## config.mk

```make
export PLATFORM = sky130hd
export DESIGN_NAME = wallace_cpa_pipe
export DESIGN_NICKNAME = d
export VERILOG_FILES = /design/src/rtl/wallace_cpa_pipe_pkg.sv /design/src/rtl/wallace_cpa_pipe_cpa.sv /design/src/rtl/wallace_cpa_pipe.sv
export SDC_FILE = /design/constraint.sdc
export NUM_CORES = 1
export LEC_CHECK = 0
export CORE_MARGIN = 8
export CORE_UTILIZATION = 55
export DETAILED_ROUTE_END_ITERATION = 6
export PLACE_DENSITY = 0.87
export SLEW_MARGIN = 30
export SYNTH_ARGS = -nofsm -noshare
export SYNTH_HDL_FRONTEND = slang
export SYNTH_SLANG_ARGS = --single-unit
export TNS_END_PERCENT = 5
```

## constraint.sdc

```tcl
create_clock -name clk -period 6.1 [get_ports clk]
set_input_delay 1.22 -clock clk [delete_from_list [all_inputs] [get_ports clk]]
set_output_delay 1.22 -clock clk [all_outputs]
set_load 0.005 [all_outputs]
```

## src/rtl/wallace_cpa_pipe_pkg.sv

```systemverilog
// Shared constants for the Booth/Wallace 16x16 multiplier datapath.
// The Booth generator, compressor tree and final adder all size from these.
package wallace_cpa_pipe_pkg;

    localparam int MULT_W    = 16;
    localparam int PROD_W    = 2 * MULT_W;
    localparam int CPA_WIDTH = PROD_W;
    localparam int CPA_SPLIT = MULT_W;

endpackage

```

## src/rtl/wallace_cpa_pipe_cpa.sv

```systemverilog
// N-bit ripple/inferred adder segment with carry-in and carry-out.
// Used once per pipeline half of the final carry-propagate adder.
module cpa_segment #(
    parameter int N = 16
) (
    input  logic [N-1:0] a,
    input  logic [N-1:0] b,
    input  logic         cin,
    output logic [N-1:0] sum,
    output logic         cout
);

    assign {cout, sum} = {1'b0, a} + {1'b0, b} + {{N{1'b0}}, cin};

endmodule

```

## src/rtl/wallace_cpa_pipe.sv

```systemverilog
// Final carry-propagate adder of the 16x16 multiplier: adds the sum and carry
// rows in two pipeline stages (low half, then high half with the mid carry).
module wallace_cpa_pipe
    import wallace_cpa_pipe_pkg::*;
#(
    parameter int WIDTH = CPA_WIDTH,
    parameter int SPLIT = CPA_SPLIT
) (
    input  logic             clk,
    input  logic             rst_n,
    input  logic             in_valid,
    output logic             in_ready,
    input  logic [WIDTH-1:0] sum_i,
    input  logic [WIDTH-1:0] carry_i,
    output logic             out_valid,
    input  logic             out_ready,
    output logic [WIDTH-1:0] product_o
);

    localparam int HI_W = WIDTH - SPLIT;

    // Handshake: a beat moves across an interface in any cycle where both
    // valid and ready are high; valid never waits on ready, and in_ready is
    // a function of pipeline state and out_ready only (never of in_valid).

    logic              s1_valid;
    logic              s2_valid;
    logic [SPLIT-1:0]  lo_sum;
    logic              c_mid;
    logic [HI_W-1:0]   hi_a;
    logic [HI_W-1:0]   hi_b;

    logic [SPLIT-1:0]  lo_sum_d;
    logic              lo_cout;
    logic [HI_W-1:0]   hi_sum_d;
    logic              hi_cout_unused;

    logic              s2_free;
    logic              s1_adv;
    logic              accept;

    assign s2_free   = !s2_valid || out_ready;
    assign s1_adv    = s1_valid && s2_free;
    assign in_ready  = !s1_valid || s2_free;
    assign accept    = in_valid && in_ready;
    assign out_valid = s2_valid;

    cpa_segment #(.N(SPLIT)) u_lo (
        .a    (sum_i[SPLIT-1:0]),
        .b    (carry_i[SPLIT-1:0]),
        .cin  (1'b0),
        .sum  (lo_sum_d),
        .cout (lo_cout)
    );

    // Carry out of the top bit is the mod-2^WIDTH wrap and is dropped.
    cpa_segment #(.N(HI_W)) u_hi (
        .a    (hi_a),
        .b    (hi_b),
        .cin  (c_mid),
        .sum  (hi_sum_d),
        .cout (hi_cout_unused)
    );

    always_ff @(posedge clk or negedge rst_n) begin
        if (!rst_n) begin
            s1_valid <= 1'b0;
            lo_sum   <= '0;
            c_mid    <= 1'b0;
            hi_a     <= '0;
            hi_b     <= '0;
        end else begin
            if (accept) begin
                s1_valid <= 1'b1;
                lo_sum   <= lo_sum_d;
                c_mid    <= lo_cout;
                hi_a     <= sum_i[WIDTH-1:SPLIT];
                hi_b     <= carry_i[WIDTH-1:SPLIT];
            end else if (s1_adv) begin
                s1_valid <= 1'b0;
            end
        end
    end

    always_ff @(posedge clk or negedge rst_n) begin
        if (!rst_n) begin
            s2_valid  <= 1'b0;
            product_o <= '0;
        end else begin
            if (s1_adv) begin
                s2_valid  <= 1'b1;
                product_o <= {hi_sum_d, lo_sum};
            end else if (out_ready) begin
                s2_valid  <= 1'b0;
            end
        end
    end

endmodule
```

==> flow_summary.toml, run 1 <==
[place]
port_buffers = 101
place_congestion = 0.883
hpwl_um = 8530

[power]
clockPowerShare_pct = 22.2
combPwrFrac_pct = 35.8
p_leak_uw = 0.00271
power_density_mw_per_mm2 = 310
internal-power_uw = 1250
fin_total_pwr_uw = 1820
p_sw_uw = 573
ir_drop_uv = 122
p_sw_share_pct = 31.5
seqPwrFrac_pct = 42.0

[synth]
synthFlopType = "dfrtp_1"
syn_inst = 496
synth_edf_count = 0
synth_warnings = 0
seq_area_frac_synth_pct = 45.2
avgSynthCellArea_sq_um = 9.26
synth_fp_nets = 597
synth_cell_type_count = 52
async_flop_share_pct = 100
synth-seq-cells = 83
syn_area_sq_mm = 0.00459

[floorplanning]
core_area_sq_mm = 0.00818
fp.dieW_um = 107
die_h_um = 107
row_count = 33
initial_core_util_pct = 56.2
dieArea_sq_mm = 0.0115
ios = 102

[clocking]
cts_setup_buffers = 0
htree_levels = 3
cts.path.max_buffers = 2
cts_root_buf = "clkbuf_8"
insertion_delay_ns = 0.36
cts_tree = "built"
cts_buffers = 9
clkTransAtPathRegs_ns = 0.07
ctsResizeCount = 0
cts_num_sinks = 83
hold_buffers = 0

[drt]
drc = 0
antenna_left = 0
routed_wl_um = 11000
vias = 3782
drtIter0Drc = 166
firstDrtPassIters = 4
wl_per_cell_um = 15.8
vias_per_cell = 5.41

[sta]
tightest_slew_ns = 0.910
fin_setup_tns_ns = 0
post-route-period-util_pct = 60.8
fin_crit_ns = 3.71
rsz0062_at_grt = "false"
max_slew_margin_pct = 39.4
fin_skew_ns = 0.0160
slew_viol_final = 0
setup_viol = 0
hold_viol = 0
timing.fmax_ghz = 0.270

[cells_and_area]
layout-drive-gt1-share_pct = 7.59
final_cell_mix = "nand2_1, clkdlybuf4s50_1, dfrtp_1"
final_common_cell = "nand2_1"
syn2layout_area_growth_pct = 28.0
final_nets = 690

[status]
outcome = "finished clean"

[grt]
antenna_found_initial = 1
grt_usage_pct = 19.9
grt_pass1_vias = 3947
grt_pass1_wl_um = 18600
grt-ovfl-total = 0
grt_start_max_net_pins = 63

[setup_path]
arrival_ns = 2.49
cp_slowest_cell = "clkdlybuf4s50_1"
path_common_cell = "clkdlybuf4s50_1"
path_class = "in2out"
end_kind = "primary output"
crit_required_ns = 4.88
path_buf_inv = 2
startpoint_type = "input port"
crit_chain = "clkdlybuf4s50_1, nand3b_1, clkdlybuf4s50_1"
crit_family = "buffers and inverters"
max_stage_delay_ns = 0.56
path_max_fanout = 4

[min_path]
min_path_type = "reg2reg"

[job]
drv_cap = 0
## metrics by stage
step	area [sq um]	instances	util, %	hold WS (ns)	setup slack (ns)
6_report	5880	699	71.9	0.475	2.39
5_1_grt	5880	699	71.9	0.498	2.35
4_1_cts	5880	698	71.9	0.482	2.39
3_5_place_dp	5670	683	69.4	0.465	2.34
3_3_place_gp	5640	682	69.0	0.456	2.49
2_1_floorplan	4590	496	-	0.440	3.12
## power by group through the flow
stage / logic [uW] / clock network (uW) / registers [uW]
3_3_place_gp: 628 / 0 / 767
3_5_place_dp: 655 / 0 / 775
6_report: 652 / 404 / 766
4_1_cts: 658 / 406 / 764
2_1_floorplan: 340 / 0 / 762
5_1_grt: 723 / 435 / 780
## path summary, 6_finish.rpt
kind                           start            end  slack [ns]  cells past startpoint
max                        out_ready       in_ready        2.39                      3
min                        lo_sum[6]      lo_sum[6]        0.47                      2
max reg2reg                    c_mid  product_o[28]        3.66                      9
min reg2reg                lo_sum[6]      lo_sum[6]        0.47                      2
max in group asynchronous      rst_n     lo_sum[10]        4.70                      2
min in group asynchronous      rst_n       s1_valid        0.80                      1
## cells by family (layout without fill, tap and decap cells)
kind of cell,Yosys count,count (layout),synth area share (%)
muxes,19,19,4.60
xor gates and xnor gates,23,23,4.39
AOI/OAI and AO/OA,110,110,15.2
and+or+nand+nor,194,194,17.9
buffers and inverters,34,131,3.19
adders and majority gates,33,33,9.48
other,0,1,0
DFF,83,83,45.2
## per-layer routing
layer / GRT usage, % / wire length (um)
met1: 24.6 / 4760
met3: 5.03 / 632
met4: 5.95 / 219
met2: 33.3 / 5430
met5: 0 / 0
## registers in the layout, indices dropped and copies added (netlist names)
| register | cells |
|---|---|
| product_o | 32 |
| hi_a | 16 |
| hi_b | 16 |
| lo_sum | 16 |
| c_mid | 1 |
| out_valid | 1 |
| s1_valid | 1 |
## synthesized netlist by cell type, types with 2 or more instances
cell      number  share of area [%]
xnor2_1       10                1.9
o211ai_1       3               0.49
clkbuf_1       9               0.74
buf_1          4               0.33
a31oi_1        5               0.68
o21a_1         4               0.65
ha_1          30                8.2
and3_1         4               0.54
nand2_1      143                 12
o21ai_0       37                4.0
a21boi_0       2               0.33
nand2b_1       4               0.54
o31ai_1        4               0.65
nand2_2        2               0.27
a21oi_1       27                2.9
inv_1         13                1.1
buf_2          6               0.65
and2_1         4               0.54
dfrtp_1       83                 45
nand3_1       10                1.1
mux2i_1        2               0.44
nor2_1        14                1.1
mux2_2        17                4.2
a21o_1         4               0.65
nand4_1        4               0.54
o31ai_2        3               0.82
o21bai_1       4               0.65
xor2_1        13                2.5
a41oi_1        2               0.38
a211oi_1       4               0.65
o31a_1         2               0.38
fa_1           3                1.3
## area by class of cell
class	instances	area [sq um]
multi-input combinational	379	2370
fill	601	2300
sequential	83	2080
timing repair buffer	103	1040
clock buffer	11	151
tap	105	131
clock inverter	4	50.0
inverter	13	48.8
antenna	1	2.50
## tightest hold or removal path: cells and delay by family (launching register included)
family           cells  cell delay, ns
AO/OA/AOI/OAI        1            0.06
flip-flops           1            0.34
AND/OR/NAND/NOR      1            0.04
No activity file was read; power rests on OpenSTA's default activity.
==> run 2, diff against run 1 <==
Settings changed: CORE_UTILIZATION 55 to 51, PLACE_DENSITY 0.87 to 0.82.
Clock period 6.1 ns to 3.7 ns, I/O delays scaled along.
==> flow_summary.toml, run 2 (synthesis gave the netlist of run 1 again) <==
[clocking]
cts_setup_buffers = 0
clkTransAtPathRegs_ns = 0.09
hold_buffers = 0
htree_levels = 3
insertion_delay_ns = 0.35
cts_num_sinks = 83
cts_tree = "built"
ctsResizeCount = 0
cts.path.max_buffers = 2
cts_root_buf = "clkbuf_8"
cts_buffers = 9

[sta]
tightest_slew_ns = 0.882
rsz0062_at_grt = "false"
fin_crit_ns = 2.84
fin_setup_tns_ns = 0
setup_viol = 0
timing.fmax_ghz = 0.352
slew_viol_final = 0
post-route-period-util_pct = 76.7
timing.hold.ws_ns = 0.368
max_slew_margin_pct = 41.2
hold_viol = 0
fin_skew_ns = 0.0197

[place]
port_buffers = 101
hpwl_um = 8530
place_congestion = 0.923
place_area_sq_mm = 0.00568

[drt]
vias_per_cell = 5.39
vias = 3793
antenna_left = 0
firstDrtPassIters = 5
drtIter0Drc = 118
routed_wl_um = 11000
wl_per_cell_um = 15.6
drc = 0

[floorplanning]
ios = 102
row_count = 34
die_h_um = 111
fp.dieW_um = 111
initial_core_util_pct = 52.7
core_area_sq_mm = 0.00872
dieArea_sq_mm = 0.0123

[grt]
antenna_found_initial = 0
grt_usage_pct = 18.2
grt_pass1_vias = 4015
grt_pass1_wl_um = 18900
grt-ovfl-total = 0
grt_start_max_net_pins = 44

[cells_and_area]
final_common_cell = "nand2_1"
final-seq-area_sq_mm = 0.00208
fillers = 723
final_nets = 692
layout-drive-gt1-share_pct = 8.05
n_antenna_cell = 0
final_util_pct = 67.4
syn2layout_area_growth_pct = 28.0
final_cell_mix = "nand2_1, clkdlybuf4s50_1, dfrtp_1"
largest_reg_flops = 32
fin_area_sq_mm = 0.00588
multi_input_area_sq_mm = 0.00237
regMostFlops = "product_o"

[power]
power_density_mw_per_mm2 = 505
ir_drop_uv = 210
p_leak_uw = 0.00271

[setup_path]
startpoint_type = "input port"
end_kind = "flip-flop"
crit_required_ns = 3.92
path_class = "in2reg"
path_max_fanout = 3
arrival_ns = 3.05

[job]
drv_cap = 0

[min_path]
min_path_type = "in2async"

[status]
outcome = "finished clean"
-- run 2: cell types whose count changed in the layout (fill, tap and decap cells not counted) --
| cell | delta |
|---|---|
| bufinv_16 | -1 |
| inv_6 | +1 |
| nand2_2 | +1 |
| nand2_4 | -1 |
| clkinv_4 | +1 |
| clkbuf_8 | +1 |
| buf_16 | -1 |
| clkinv_2 | -1 |
| buf_12 | +1 |
| diode_2 | -1 |
| buf_4 | +2 |
-- run 2: stage by stage --
stage                     power [uW]  instances  setup WS, ns
after floorplan                 1820        496          1.20
final                           2970        704         0.862
after global placement          2300        687         0.572
after detailed placement        2360        688         0.487
after global routing            3170        704         0.703
after CTS                       3000        704         0.869
-- run 2: worst max-delay path: stages --
cell and delay, ns:
clkdlybuf4s50_1 0.41, ha_1 0.23, fa_1 0.42, a21oi_1 0.25, o211ai_1 0.20, a21boi_1 0.25
o21ai_0 0.18, a221oi_1 0.28, o21ai_0 0.10
-- run 2: path summary, 6_finish.rpt --
kind | slack, ns | cells past startpoint | from | endpoint
hold reg to reg | 0.48 | 2 | lo_sum[0] | lo_sum[0]
setup reg to reg | 1.21 | 9 | c_mid | product_o[28]
hold / removal | 0.37 | 1 | rst_n | hi_a[15]
setup / recovery | 0.86 | 9 | sum_i[0] | c_mid
max in group asynchronous | 2.72 | 2 | rst_n | hi_b[9]
min in group clk | 0.48 | 2 | lo_sum[0] | lo_sum[0]
-- run 2: cell type report --
| class | instances | share of cell area (%) |
|---|---|---|
| well taps | 108 | 2.30 |
| multi-input cells | 379 | 40.3 |
| clock buffers | 12 | 2.81 |
| repair buffers | 105 | 17.9 |
| flip-flops and latches | 83 | 35.3 |
| clock inverters | 4 | 0.553 |
| inverters | 13 | 0.830 |
-- run 2: routing by layer --
layer | vias to the layer above | track usage [%] | share of wire [%] | wire, um
met5 | - | 0 | 0 | 0
met1 | 1808 | 21.9 | 44 | 4800
met2 | 90 | 31.4 | 50 | 5490
met4 | 0 | 4.95 | 1.2 | 131
met3 | 12 | 4.65 | 5.3 | 587
li1 | 1883 | - | - | -
-- run 2: report_power, final --
part | internal (uW) | switching [uW]
clock network | 303 | 334
logic | 587 | 488
registers | 1130 | 129
total | 2020 | 951
==> run 3, diff against run 2 <==
Clock period 3.7 ns to 2.89 ns, I/O delays scaled along.
==> flow_summary.toml, run 3 (synthesis gave the netlist of run 1 again) <==
[setup_path]
end_kind = "flip-flop"
path_max_fanout = 3
reg2reg_slack_ns = 0.41
max_stage_delay_ns = 0.42
arrival_ns = 2.86
crit_chain = "clkdlybuf4s50_1, ha_1, fa_1, a21oi_1, o211ai_1, a21boi_1, o21ai_0, buf_4, xnor2_1, o21ai_0"
path_common_cell = "o21ai_0"
path_class = "in2reg"
crit_family = "compound AO/OA/AOI/OAI gates"
startpoint_type = "input port"
cp_slowest_cell = "fa_1"
crit_cells = 10
path_buf_inv = 2
crit_required_ns = 3.16
reg2regPathDepth = 9

[cells_and_area]
final_common_cell = "nand2_1"
regMostFlops = "product_o"
syn2layout_area_growth_pct = 28.9
multi_input_area_sq_mm = 0.00237
final_nets = 698
final-seq-area_sq_mm = 0.00208
layout-drive-gt1-share_pct = 8.49
fin_area_sq_mm = 0.00592
fillers = 697
final_cell_mix = "nand2_1, clkdlybuf4s50_1, dfrtp_1"
largest_reg_flops = 32

[floorplanning]
fp.dieW_um = 111
ios = 102
dieArea_sq_mm = 0.0123
die_h_um = 111
row_count = 34
initial_core_util_pct = 52.7
core_area_sq_mm = 0.00872

[clocking]
ctsResizeCount = 0
htree_levels = 3
cts_root_buf = "clkbuf_8"
cts_buffers = 9
cts.path.max_buffers = 2
cts_tree = "built"
clkTransAtPathRegs_ns = 0.09
cts_setup_buffers = 0
insertion_delay_ns = 0.36
cts_num_sinks = 83
hold_buffers = 0

[sta]
timing.hold.ws_ns = 0.169
fin_crit_ns = 2.59
hold_viol = 0
slew_viol_final = 0
tightest_slew_ns = 0.675
fin_skew_ns = 0.0157
rsz0062_at_grt = "false"
max_slew_margin_pct = 54.7
setup_viol = 0
fin_setup_tns_ns = 0
post-route-period-util_pct = 89.7
timing.fmax_ghz = 0.386
fin_ws_ns = 0.298

[grt]
grt_usage_pct = 17.9
grt_pass1_wl_um = 18500
grt_start_max_net_pins = 50
antenna_found_initial = 2
grt-ovfl-total = 0
grt_pass1_vias = 3976

[place]
pre_cts_ws_ns = -0.0664
port_buffers = 101
hpwl_um = 8660
place_area_sq_mm = 0.00573
place_congestion = 0.922

[drt]
drtIter0Drc = 143
wl_per_cell_um = 15.8
vias = 3861
drc = 0
routed_wl_um = 11200
firstDrtPassIters = 4
antenna_left = 0
vias_per_cell = 5.44

[status]
outcome = "finished clean"

[min_path]
min_path_type = "in2async"

[power]
seqPwrFrac_pct = 42.2
p_sw_uw = 1210
combPwrFrac_pct = 36.6
internal-power_uw = 2600
fin_total_pwr_uw = 3820
clockPowerShare_pct = 21.3
p_leak_uw = 0.00273
ir_drop_uv = 286
power_density_mw_per_mm2 = 645
p_sw_share_pct = 31.8

[job]
drv_cap = 0
-- run 3: path summary, 6_finish.rpt --
check                      startpoint            end
min in group clk            lo_sum[1]      lo_sum[1]
hold / removal                  rst_n       hi_a[15]
hold reg to reg             lo_sum[1]      lo_sum[1]
setup reg to reg                c_mid  product_o[28]
setup / recovery             sum_i[0]     lo_sum[12]
max in group asynchronous       rst_n     lo_sum[14]
-- run 3: layer usage --
layer  vias up  GRT usage (%)  part of all wire, %
li1       1905              -                    -
met1      1805           21.1                   42
met5         -              0                 0.12
met2       125           30.1                   49
met4         2           7.12                  2.3
met3        24           4.82                  5.9
-- run 3: power groups by stage --
stage                     registers (uW)  clock network (uW)  logic [uW]
after floorplan                     1610                   0         718
after global placement              1620                   0        1350
after detailed placement            1630                   0        1400
after CTS                           1610                 827        1410
after global routing                1640                 878        1540
final                               1610                 812        1400
-- run 3: per-stage QoR --
stage	std cells	util [%]
floorplan	496	-
global placement	693	65.4
detailed placement	694	65.7
CTS	709	67.8
global route	710	67.9
finish	710	67.9
-- run 3: area by class of cell --
type                    instances  area share, %
multi-input cells             379           40.0
flip-flops and latches         83           35.1
clock buffers                  11           2.22
clock inverters                 4          0.888
repair buffers                111           18.6
inverters                      13          0.824
diodes                          1         0.0423
well taps                     108           2.28
-- run 3: worst register-to-register path: cells and delay by family (launching register included) --
| family | cells | cell delay, ns |
|---|---|---|
| adders and majority gates | 2 | 0.67 |
| DFF | 1 | 0.41 |
| AOI/OAI and AO/OA | 4 | 0.82 |
| buffers and inverters | 1 | 0.09 |
| and+or+nand+nor | 1 | 0.21 |
| xor gates and xnor gates | 1 | 0.15 |
